File: src/rtl/bus_arbiter_if.sv
// rtl/bus_arbiter_if.sv - requester-side and arbiter-side view of the shared CPU bus arbitration signals
interface bus_arbiter_if #(
   parameter int NREQ  = 4,
   parameter int DST_W = 24
);
   logic [NREQ-1:0]       req;
   logic [5*NREQ-1:0]     src_sel;
   logic [DST_W*NREQ-1:0] dst_en;
   logic [NREQ-1:0]       gnt;
   logic [4:0]            bus_sel;
   logic [DST_W-1:0]      ld_en;
   logic                  busy;
   logic                  src_err;

   // master: the requesters; slave: the arbiter itself
   modport master (
      output req, src_sel, dst_en,
      input  gnt, bus_sel, ld_en, busy, src_err
   );

   modport slave (
      input  req, src_sel, dst_en,
      output gnt, bus_sel, ld_en, busy, src_err
   );
endinterface

File: src/rtl/bus_arbiter.sv
// rtl/bus_arbiter.sv - round-robin owner of the 32-bit CPU bus with burst cap and load-enable qualification
module bus_arbiter #(
   parameter int NREQ      = 4,
   parameter int DST_W     = 24,
   parameter int MAX_BURST = 8
) (
   input  logic           clk,
   input  logic           clr,
   bus_arbiter_if.slave   bus
);

   localparam int OW = (NREQ > 1) ? $clog2(NREQ) : 1;
   localparam logic [7:0]    LAST_BEAT  = 8'(MAX_BURST - 1);
   localparam logic [4:0]    SEL_NONE   = 5'h1f;
   localparam logic [4:0]    SEL_MAXLEG = 5'd23;
   localparam logic [OW-1:0] OWNER_LAST = OW'(NREQ - 1);

   typedef enum logic [1:0] {
      IDLE = 2'd0,
      BUSY = 2'd1,
      TURN = 2'd2
   } state_t;

   state_t            state, state_n;
   logic [OW-1:0]     owner, owner_n;
   logic [OW-1:0]     last_owner, last_owner_n;
   logic [7:0]        count, count_n;
   logic [NREQ-1:0]   gnt_q, gnt_n;
   logic              err_q, err_n;

   logic [4:0]        bus_sel_c;
   logic [DST_W-1:0]  ld_en_c;
   logic              busy_c;

   logic              cur_req;
   logic [4:0]        cur_src;
   logic [DST_W-1:0]  cur_dst;
   logic              cur_legal;
   logic [OW:0]       pick;

   // Scan from last_owner+1 upward with wrap; descending loop lets the nearest candidate win.
   function automatic logic [OW:0] rr_pick(input logic [NREQ-1:0] r, input logic [OW-1:0] last);
      logic [OW:0] res;
      int          idx;
      res = '0;
      for (int k = NREQ; k >= 1; k--) begin
         idx = (int'(last) + k) % NREQ;
         if (r[idx]) res = {1'b1, OW'(idx)};
      end
      return res;
   endfunction

   assign pick      = rr_pick(bus.req, last_owner);
   assign cur_req   = bus.req[owner];
   assign cur_src   = bus.src_sel[5*int'(owner) +: 5];
   assign cur_dst   = bus.dst_en[DST_W*int'(owner) +: DST_W];
   assign cur_legal = (cur_src <= SEL_MAXLEG);

   always_ff @(posedge clk or posedge clr) begin
      if (clr) begin
         state      <= IDLE;
         owner      <= '0;
         last_owner <= OWNER_LAST;
         count      <= '0;
         gnt_q      <= '0;
         err_q      <= 1'b0;
      end else begin
         state      <= state_n;
         owner      <= owner_n;
         last_owner <= last_owner_n;
         count      <= count_n;
         gnt_q      <= gnt_n;
         err_q      <= err_n;
      end
   end

   always_comb begin
      state_n      = state;
      owner_n      = owner;
      last_owner_n = last_owner;
      count_n      = count;
      gnt_n        = gnt_q;
      err_n        = err_q;
      bus_sel_c    = SEL_NONE;
      ld_en_c      = '0;
      busy_c       = 1'b0;

      case (state)
         IDLE: begin
            if (pick[OW]) begin
               state_n        = BUSY;
               owner_n        = pick[OW-1:0];
               count_n        = '0;
               gnt_n          = '0;
               gnt_n[pick[OW-1:0]] = 1'b1;
            end
         end

         BUSY: begin
            busy_c = 1'b1;
            if (cur_req) begin
               if (cur_legal) begin
                  bus_sel_c = cur_src;
                  ld_en_c   = cur_dst;
               end else begin
                  err_n = 1'b1;
               end
               count_n = count + 8'd1;
            end
            // Release either on a dropped request or after the last permitted beat.
            if (!cur_req || (count == LAST_BEAT)) begin
               state_n      = TURN;
               gnt_n        = '0;
               last_owner_n = owner;
               count_n      = '0;
            end
         end

         TURN: begin
            state_n = IDLE;
         end

         default: begin
            state_n = IDLE;
            gnt_n   = '0;
         end
      endcase
   end

   assign bus.gnt     = gnt_q;
   assign bus.src_err = err_q;
   assign bus.bus_sel = bus_sel_c;
   assign bus.ld_en   = ld_en_c;
   assign bus.busy    = busy_c;

endmodule

File: src/flat_wrapper.sv
// flat-port wrapper written by rule: the top's interface ports become plain ports
module bus_arbiter_flat 
#(
   parameter int NREQ      = 4,
   parameter int DST_W     = 24,
   parameter int MAX_BURST = 8
)
  (clk, clr, bus_req, bus_src_sel, bus_dst_en, bus_gnt, bus_bus_sel, bus_ld_en, bus_busy, bus_src_err);
  bus_arbiter_if #(.NREQ(NREQ), .DST_W(DST_W)) bus_i ();
  input  logic clk;
  input  logic clr;
  input wire logic [$bits(bus_i.req)-1:0] bus_req;
  input wire logic [$bits(bus_i.src_sel)-1:0] bus_src_sel;
  input wire logic [$bits(bus_i.dst_en)-1:0] bus_dst_en;
  output wire logic [$bits(bus_i.gnt)-1:0] bus_gnt;
  output wire logic [$bits(bus_i.bus_sel)-1:0] bus_bus_sel;
  output wire logic [$bits(bus_i.ld_en)-1:0] bus_ld_en;
  output wire logic [$bits(bus_i.busy)-1:0] bus_busy;
  output wire logic [$bits(bus_i.src_err)-1:0] bus_src_err;
  assign bus_i.req = bus_req;
  assign bus_i.src_sel = bus_src_sel;
  assign bus_i.dst_en = bus_dst_en;
  assign bus_gnt = bus_i.gnt;
  assign bus_bus_sel = bus_i.bus_sel;
  assign bus_ld_en = bus_i.ld_en;
  assign bus_busy = bus_i.busy;
  assign bus_src_err = bus_i.src_err;
  bus_arbiter #(.NREQ(NREQ), .DST_W(DST_W), .MAX_BURST(MAX_BURST)) u_core (.clk(clk), .clr(clr), .bus(bus_i));
endmodule
File: config.mk
export PLATFORM = sky130hd
export DESIGN_NAME = bus_arbiter_flat
export DESIGN_NICKNAME = d
export VERILOG_FILES = /design/src/rtl/bus_arbiter_if.sv /design/src/rtl/bus_arbiter.sv /design/src/flat_wrapper.sv
export SDC_FILE = /design/constraint.sdc
export NUM_CORES = 1
export LEC_CHECK = 0
export ABC_AREA = 1
export CAP_MARGIN = 10
export CELL_PAD_IN_SITES_DETAIL_PLACEMENT = 2
export CELL_PAD_IN_SITES_GLOBAL_PLACEMENT = 2
export CORE_MARGIN = 3
export CORE_UTILIZATION = 15
export CTS_CLUSTER_DIAMETER = 120
export CTS_CLUSTER_SIZE = 14
export DETAILED_ROUTE_END_ITERATION = 12
export PLACE_DENSITY = 0.85
export SLEW_MARGIN = 20
export SYNTH_ARGS = -nofsm -noshare
export SYNTH_HDL_FRONTEND = slang
export SYNTH_SLANG_ARGS = --single-unit
File: constraint.sdc
create_clock -name clk -period 1.6 [get_ports clk]
set_clock_uncertainty 0.1 [all_clocks]
set_input_delay 0.24 -clock clk [delete_from_list [all_inputs] [get_ports clk]]
set_output_delay 0.24 -clock clk [all_outputs]
set_load 0.1 [all_outputs]
# Word-level counts from Yosys, hierarchy flattened
# Cells that the tools add are included.
totals:
  ff_bits: 19
  input_bits: 122
  elab_cells: 87
op_classes:
  add_sub_neg: 5
  n_mul: 2
  n_lt_le_gt_ge: 8
  n_eq_ne: 6
  shifts: 2
  n_mux: 37
  bitwise_logic: 6
  reduce_logical: 15
ops:
  columns: ["op", "count"]
  rows:
  - ["indexed part select 96 x 32 -> 24 bit", 1]
  - ["2-to-1 mux 24 bit", 3]
  - ["indexed part select 20 x 32 -> 5 bit", 1]
  - ["2-to-1 mux 8 bit", 3]
  - ["< comparator 3 x 4 -> 1 bit (second input constant)", 4]
  - ["one-hot mux 8 bit (2 select lines)", 1]
  - ["2-to-1 mux 5 bit", 3]
  - ["2-to-1 mux 3 bit", 4]
  - ["one-hot mux 4 bit (3 select lines)", 1]
  - ["2-to-1 mux 1 bit", 11]
  - ["binary-select mux 1 bit (select 2 bit)", 5]
  - ["AND reduction 3 bit", 3]
  - ["adder 8 x 1 -> 8 bit (second input constant)", 1]
  - ["equality test 8 x 3 -> 1 bit (second input constant)", 1]
  - ["2-to-1 mux 4 bit", 2]
  - ["OR reduction 2 bit", 4]
  - ["< comparator 2 x 3 -> 1 bit (second input constant)", 2]
  - ["AND reduction 2 bit", 3]
  - ["less-or-equal comparator 5 bit (second input constant)", 1]
  - ["multiplier 3 x 2 -> 5 bit (first input constant)", 1]
  - ["adder 2 x 1 -> 2 bit (second input constant)", 2]
  - ["adder 2 bit (second input constant)", 2]
  - ["AND 1 bit (first input constant)", 4]
  - ["multiplier 2 x 2 -> 4 bit (first input constant)", 1]
  - ["14 further kinds", 17]

# Longest topological paths before layout
# Gate-level depths: netlist of run 1.
logic_depth:
  ltp_word: 16
  mapped_depth: 12
  mapped_depth_nobuf: 11

# Worst setup path before layout of run 1
# Ideal clock, no wire load.
synth_timing:
  kind: "register to output"
  from: "register u_core.state[1]"
  to: "output bus_ld_en[0]"
  arrival_time_ns: 3.393
  slack_ns: -2.133
  path_stages_with_launch: 8
  path_buffers: 0
  cell_sequence: "dfrtp_1 > nor2_8 > inv_2 > nor2_4 > nand2_1 > nand2_2 > inv_4 > nor2_1"
synth_between:
  elab_chain_len: 2
synth_rtl:
  columns: ["element", "line_no", "text"]
  rows:
  - ["start, declared", "bus_arbiter.sv:24", "state_t state, state_n;"]
  - ["start signal, assigned", "bus_arbiter.sv:68", "state <= state_n;"]
  - ["equality test 2 x 1 -> 1 bit", "bus_arbiter.sv:88", "case (state)"]
  - ["2-to-1 mux 24 bit", "bus_arbiter.sv:88", null]
  - ["end, declared", "flat_wrapper.sv:17", "output wire logic [$bits(bus_i.ld_en)-1:0] bus_ld_en;"]
# No other way between the ends.

# Final worst setup path of run 1
layout_timing:
  from: "register u_core.owner[0]"
  to: "output bus_bus_sel[0]"
layout_between:
  elab_chain_len: 6
  elab_cells_between_ends: 8
layout_rtl:
  columns: ["element", "line_no", "text"]
  rows:
  - ["start, declared", "bus_arbiter.sv:25", "logic [OW-1:0] owner, owner_n;"]
  - ["start signal, assigned", "bus_arbiter.sv:69", "owner <= owner_n;"]
  - ["multiplier 3 x 2 -> 5 bit", "bus_arbiter.sv:55", "assign cur_src = bus.src_sel[5*int'(owner) +: 5];"]
  - ["indexed part select 20 x 32 -> 5 bit", "bus_arbiter.sv:55", null]
  - ["less-or-equal comparator 5 bit", "bus_arbiter.sv:57", "assign cur_legal = (cur_src <= SEL_MAXLEG);"]
  - ["2-to-1 mux 5 bit", "bus_arbiter.sv:102", "if (cur_legal) begin"]
  - ["2-to-1 mux 5 bit (*)", "bus_arbiter.sv:101", "if (cur_req) begin"]
  - ["2-to-1 mux 5 bit (*)", "bus_arbiter.sv:88", null]
  - ["end, declared", "flat_wrapper.sv:16", "output wire logic [$bits(bus_i.bus_sel)-1:0] bus_bus_sel;"]
# Mark *: on every way between the ends. The rest lies on a longest branch, timed or not. The select of a mux whose other input is x is not followed.

==> results of run 1 <==
==> cell usage after synthesis, types with 2 or more instances <==
master / count / area [um2]
a21oi_2: 2 / 17.5
buf_12: 2 / 40.0
buf_2: 6 / 30.0
buf_4: 2 / 15.0
buf_6: 2 / 22.5
clkbuf_1: 10 / 37.5
dfrtp_1: 17 / 425
dfstp_2: 2 / 52.6
inv_1: 46 / 173
inv_2: 5 / 18.8
nand2_1: 79 / 297
nand2_2: 4 / 25.0
nand3_1: 23 / 115
nand4_1: 2 / 12.5
nor2_1: 75 / 282
nor2_4: 21 / 236
nor3_1: 3 / 15.0
o21ai_0: 51 / 255
o21ai_1: 13 / 65.1
o22ai_1: 24 / 150
xor2_1: 5 / 43.8
==> layout make-up <==
class	count	area [um2]	share of cell area, %
Clock buffer	3	75.1	1.42
Clock inverter	1	5.00	0.0949
Inverter	53	225	4.27
Multi-Input combinational cell	309	1830	34.7
Sequential cell	19	480	9.11
Tap cell	211	264	5.01
Timing Repair Buffer	208	2360	44.9
Timing Repair inverter	2	25.0	0.475
==> timing repair <==
item | in CTS | in global routing
gates resized for setup | 48 | 16
endpoints found under the setup margin | 48 | 48
pin swaps | 17 | 7
gates cloned | 2 | 0
buffers inserted | 9 | 4
endpoints found under the hold margin | 0 | 0
==> metal layers <==
metal / up-vias / part of all wire (%) / GRT usage (%) / routed length (um)
li1: 1679 / - / - / -
met1: 1737 / 40 / 18.7 / 5770
met2: 94 / 54 / 31.1 / 7750
met3: 15 / 3.7 / 2.28 / 531
met4: 0 / 1.5 / 2.89 / 208
met5: - / 0 / 0 / 0
==> sequential cells by signal (all words and copies together) (netlist names) <==
| name | cells |
|---|---|
| u_core.owner | 2 |
| u_core.count | 8 |
| u_core.bus.src_err | 1 |
| u_core.state | 2 |
| u_core.last_owner | 2 |
| u_core.bus.gnt | 4 |
==> through the flow <==
step | hold WS [ps] | util (%)
after detailed placement | 412 | 31.4
after global placement | 399 | 31.4
after CTS | 224 | 33.5
after floorplan | 89.6 | -
after global routing | 251 | 34.0
final | 215 | 34.0
==> logic make-up after synthesis <==
kind of cell | count (synthesis) | synth area share, %
fa+ha+maj | 1 | 0.518
flops | 19 | 19.8
compound gates | 95 | 21.8
simple gates | 208 | 41.5
xor+xnor | 5 | 1.81
buf+inv | 75 | 14.6
==> where the power goes <==
part	total [mW]	internal [mW]	switching, mW
clock network	0.543	0.336	0.206
registers	0.816	0.634	0.182
logic	11.4	4.01	7.43
total	12.8	4.98	7.81
==> worst min-delay path, stage by stage <==
cell and delay [ps]:
clkdlybuf4s50_1 390, inv_1 50, buf_4 270
==> worst max path at each step <==
stage	end	slack (ps)	cells past startpoint
after floorplan	bus_ld_en[10]	-960	8
after global placement	bus_ld_en[10]	-710	10
after detailed placement	bus_ld_en[0]	-770	10
after CTS	bus_ld_en[19]	-810	10
after global routing	bus_bus_sel[1]	-910	10
final	bus_bus_sel[0]	-820	10
==> metrics, run 1 <==
status=finished with violations; failing checks=setup timing; routability congestion estimate from global placement=0.792; number of routed nets with antenna violations=0; MaxCap Viol Count=0; number of fill cells in the layout=1772; Detail Placement HPWL=11000 um; H-tree levels=1; most common cell after layout, fill and taps aside=clkdlybuf4s50_1; root buf cell=clkbuf_16; gr usage total=16.1%; static leakage=2.25 nW; minimum clock period=2420 ps; routed length per instance=17.7 um; peak supply drop=1030 uV; full die area=17700 um2; Mapped Area=2410 um2; Clock Pin Slew Worst Setup and Hold Paths=60 ps; Syn Area/Cell=5.99 um2; # rows=45; initial antenna violation count=0; PwrDens=2430 nW/um2; slew of the pin with the lowest slew margin=365 ps; num ports=157; ys flop type=dfrtp_1; RR Endpoint=u_core.bus.gnt[1]$_DFFE_PP0P_; largest net degree at the start of global routing=32; Critical Path Source Type=flop; worst-path fanout max=7; crit-path max cell delay=490 ps; syn nets=526; final instance area=5270 um2; Reg-to-Reg Start=u_core.owner[0]$_DFFE_PP0P_; chip width=133 um; reg2reg path depth=12; PortBufs=156; RSZ-0062 raised after global routing=yes; P&R area growth vs syn=118%; starting density of the core=15.6%; synth unique cells=30; Crit Path Category=flop to output pin; worst skew pair latency=260 ps; number of global-route vias before repair=4185; TritonCTS Sinks=19; CP startpoint=u_core.owner[0]$_DFFE_PP0P_; synthesis-stage register bit count=19; First DRT Iteration DRCs=80; placed cell area=4860 um2; nets=719; vias=3525; Die Y=133 um; Core Box Area=15500 um2; Critical Path AT=2080 ps; antenna cells=0; yosys warns=0; commonest cells after routing, fill and taps aside=clkdlybuf4s50_1 (121), nor2_1 (66), nand2_1 (58), o21ai_0 (48), inv_1 (45); Tcrit/Tclk final=151%; total power=12.8 mW; CTS Buf Count=3; via/cell ratio=4.37; drt pass-1 iters=4; Cells after Synth=403; share of cells above drive strength 1=30.1%; Worst path top cell family by delay=simple AND/OR/NAND/NOR gates; CTS Hold Bufs=0; Final Max Tran Viols=0; HP Class=input pin to async pin; placed cell count=788; crit path max-delay cell type=dfrtp_2; first-pass GRT wire length=23000 um; crit path cell chain=inv_6 > buf_6 > o21ai_2 > nand2_2 > nor2_4 > nand2_8 > nand2_8 > buf_6 > nand3_2 > buf_12; clock buffer depth=2; GR Overflow Total=0; final WL=14300 um; async set or reset register ratio after synthesis=100%; sequential area share after synthesis=19.8%; fmax=0.414 GHz; Buf/Inv on CP=4; nature of the critical path endpoint=output pin; pre-CTS setup slack=-770 ps; final hold vios=0; setup TNS=-25850 ps; Slew HR=75.4%; setup ws final=-816 ps; number of synthesized flops with an enable pin=0; final setup fails=44; CP required=1260 ps; CTS tree=yes; flop2flop setup slack=-350 ps; DR DRC count=0; final non-filler cell total=806
(Power assumes the default switching activity.)
==> inputs of run 2 (changes only) <==
--- a/config.mk
+++ b/config.mk
@@ -15,6 +15,7 @@
 export CTS_CLUSTER_SIZE = 14
 export DETAILED_ROUTE_END_ITERATION = 12
 export PLACE_DENSITY = 0.85
+export RECOVER_POWER = 50
 export SLEW_MARGIN = 20
 export SYNTH_ARGS = -nofsm -noshare
 export SYNTH_HDL_FRONTEND = slang
==> metrics, run 2 (same netlist as run 1, synthesis figures left out) <==
status=finished with violations; failing checks=setup timing; slew of the pin with the lowest slew margin=532 ps (+168 ps); Levels on crit path=10 (unchanged); setup ws final=-816 ps (-0.0110 ps); reg2reg path depth=12 (unchanged); CP startpoint=u_core.owner[0]$_DFFE_PP0P_; setup TNS=-25850 ps (+0.100 ps); Clock Pin Slew Worst Setup and Hold Paths=60 ps (about the same); flop2flop setup slack=-350 ps (about the same); PwrDens=2430 nW/um2 (about the same); PortBufs=156 (unchanged); crit-path max cell delay=490 ps (about the same); HP Class=input pin to async pin; Final Max Tran Viols=0 (unchanged); most common cell after layout, fill and taps aside=clkdlybuf4s50_1; crit path max-delay cell type=dfrtp_2; worst skew pair latency=260 ps (about the same); RR Endpoint=u_core.bus.gnt[1]$_DFFE_PP0P_; chip width=133 um (unchanged); CTS Hold Bufs=0 (unchanged); vias=3523 (-0.057%); Reg-to-Reg Start=u_core.owner[0]$_DFFE_PP0P_; initial antenna violation count=0 (unchanged); largest net degree at the start of global routing=32 (unchanged); max reg flops=8 (unchanged); # rows=45 (unchanged); Tcrit/Tclk final=151% (about the same); routed length per instance=17.7 um (about the same); static leakage=2.25 nW (about the same); final hold vios=0 (unchanged); DR DRC count=0 (unchanged); routability congestion estimate from global placement=0.792 (unchanged); number of global-route vias before repair=4185 (unchanged); starting density of the core=15.6% (unchanged); Die Y=133 um (unchanged); gr usage total=16.1% (unchanged); H-tree levels=1 (unchanged); RSZ-0062 raised after global routing=yes; P&R area growth vs syn=118% (about the same); Crit Path Category=flop to output pin; Critical Path AT=2080 ps (about the same); clock buffer depth=2 (unchanged); CTS Buf Count=3 (unchanged); CP required=1260 ps (about the same); first-pass GRT wire length=23000 um (unchanged); drt pass-1 iters=4 (unchanged); num ports=157 (unchanged); peak supply drop=1030 uV (unchanged); crit path cell chain=inv_6 > buf_6 > o21ai_2 > nand2_2 > nor2_4 > nand2_8 > nand2_8 > buf_6 > nand3_2 > buf_12; CTS tree=yes; fmax=0.414 GHz (about the same); MaxCap Viol Count=0 (unchanged); Core Box Area=15500 um2 (unchanged); minimum clock period=2420 ps (+0.0110 ps); Critical Path Source Type=flop; share of cells above drive strength 1=30.1% (unchanged); Buf/Inv on CP=4 (unchanged); final hold slack=445 ps (+230 ps); commonest cells after routing, fill and taps aside=clkdlybuf4s50_1 (120), nor2_1 (66), nand2_1 (58), o21ai_0 (48), inv_1 (45); Slew HR=64.5% (-11 points); largest register by flop count=u_core.count; final setup fails=44 (unchanged); number of routed nets with antenna violations=0 (unchanged); nature of the critical path endpoint=output pin; Worst path top cell family by delay=simple AND/OR/NAND/NOR gates; via/cell ratio=4.37 (about the same); nets=719 (unchanged); final WL=14300 um (about the same); GR Overflow Total=0 (unchanged); worst-path fanout max=7 (unchanged); Detail Placement HPWL=11000 um (unchanged); TritonCTS Sinks=19 (unchanged); root buf cell=clkbuf_16; full die area=17700 um2 (unchanged); First DRT Iteration DRCs=80 (unchanged); antenna cells=0 (unchanged)
-- run 2: cell type report --
cell class,instances,area (um2)
clock inverter,1,5.00
sequential,19,480
fill,1772,10200
clock buffer,3,75.1
timing repair buffer,208,2360
inverter,53,225
multi-input combinational,309,1830
tap,211,264
timing repair inverter,2,25.0
-- run 2: worst min-delay path, stage by stage --
cell and delay (ps):
dlygate4sd3_1 530, inv_1 60, clkbuf_2 430
-- run 2: worst max path at each step --
stage	end
floorplan	bus_ld_en[10]
global placement	bus_ld_en[10]
detailed placement	bus_ld_en[0]
CTS	bus_ld_en[19]
global route	bus_bus_sel[1]
finish	bus_bus_sel[0]
-- run 2: through the flow --
step | cells | area [um2] | util (%) | total power [mW] | setup slack, ps
finish | 806 | 5270 | 34.0 | 12.8 | -816
detailed placement | 788 | 4860 | 31.4 | 11.4 | -770
CTS | 802 | 5190 | 33.5 | 12.7 | -808
global route | 806 | 5270 | 34.0 | 13.6 | -906
floorplan | 403 | 2510 | - | 7.68 | -964
global placement | 788 | 4860 | 31.4 | 11.0 | -705
-- run 2: per-layer routing --
layer | part of all wire [%] | up-vias | GRT usage, %
met5 | 0 | - | 0
met4 | 1.5 | 0 | 2.89
met3 | 3.6 | 15 | 2.28
met2 | 54 | 93 | 31.1
met1 | 41 | 1736 | 18.7
li1 | - | 1679 | -
-- run 2: report_power, final --
part           total [mW]  switching, mW  leakage, nW  internal, mW
Clock               0.542          0.206       0.0409         0.336
Combinational        11.4           7.43         1.97          4.00
Sequential          0.817          0.182        0.241         0.634
-- run 2: what timing repair did --
action | 4_1_cts | 5_1_grt
setup buffers | 9 | 4
gates cloned | 2 | 0
setup endpoints to repair | 48 | 48
gates resized for setup | 48 | 16
pin swaps | 17 | 7
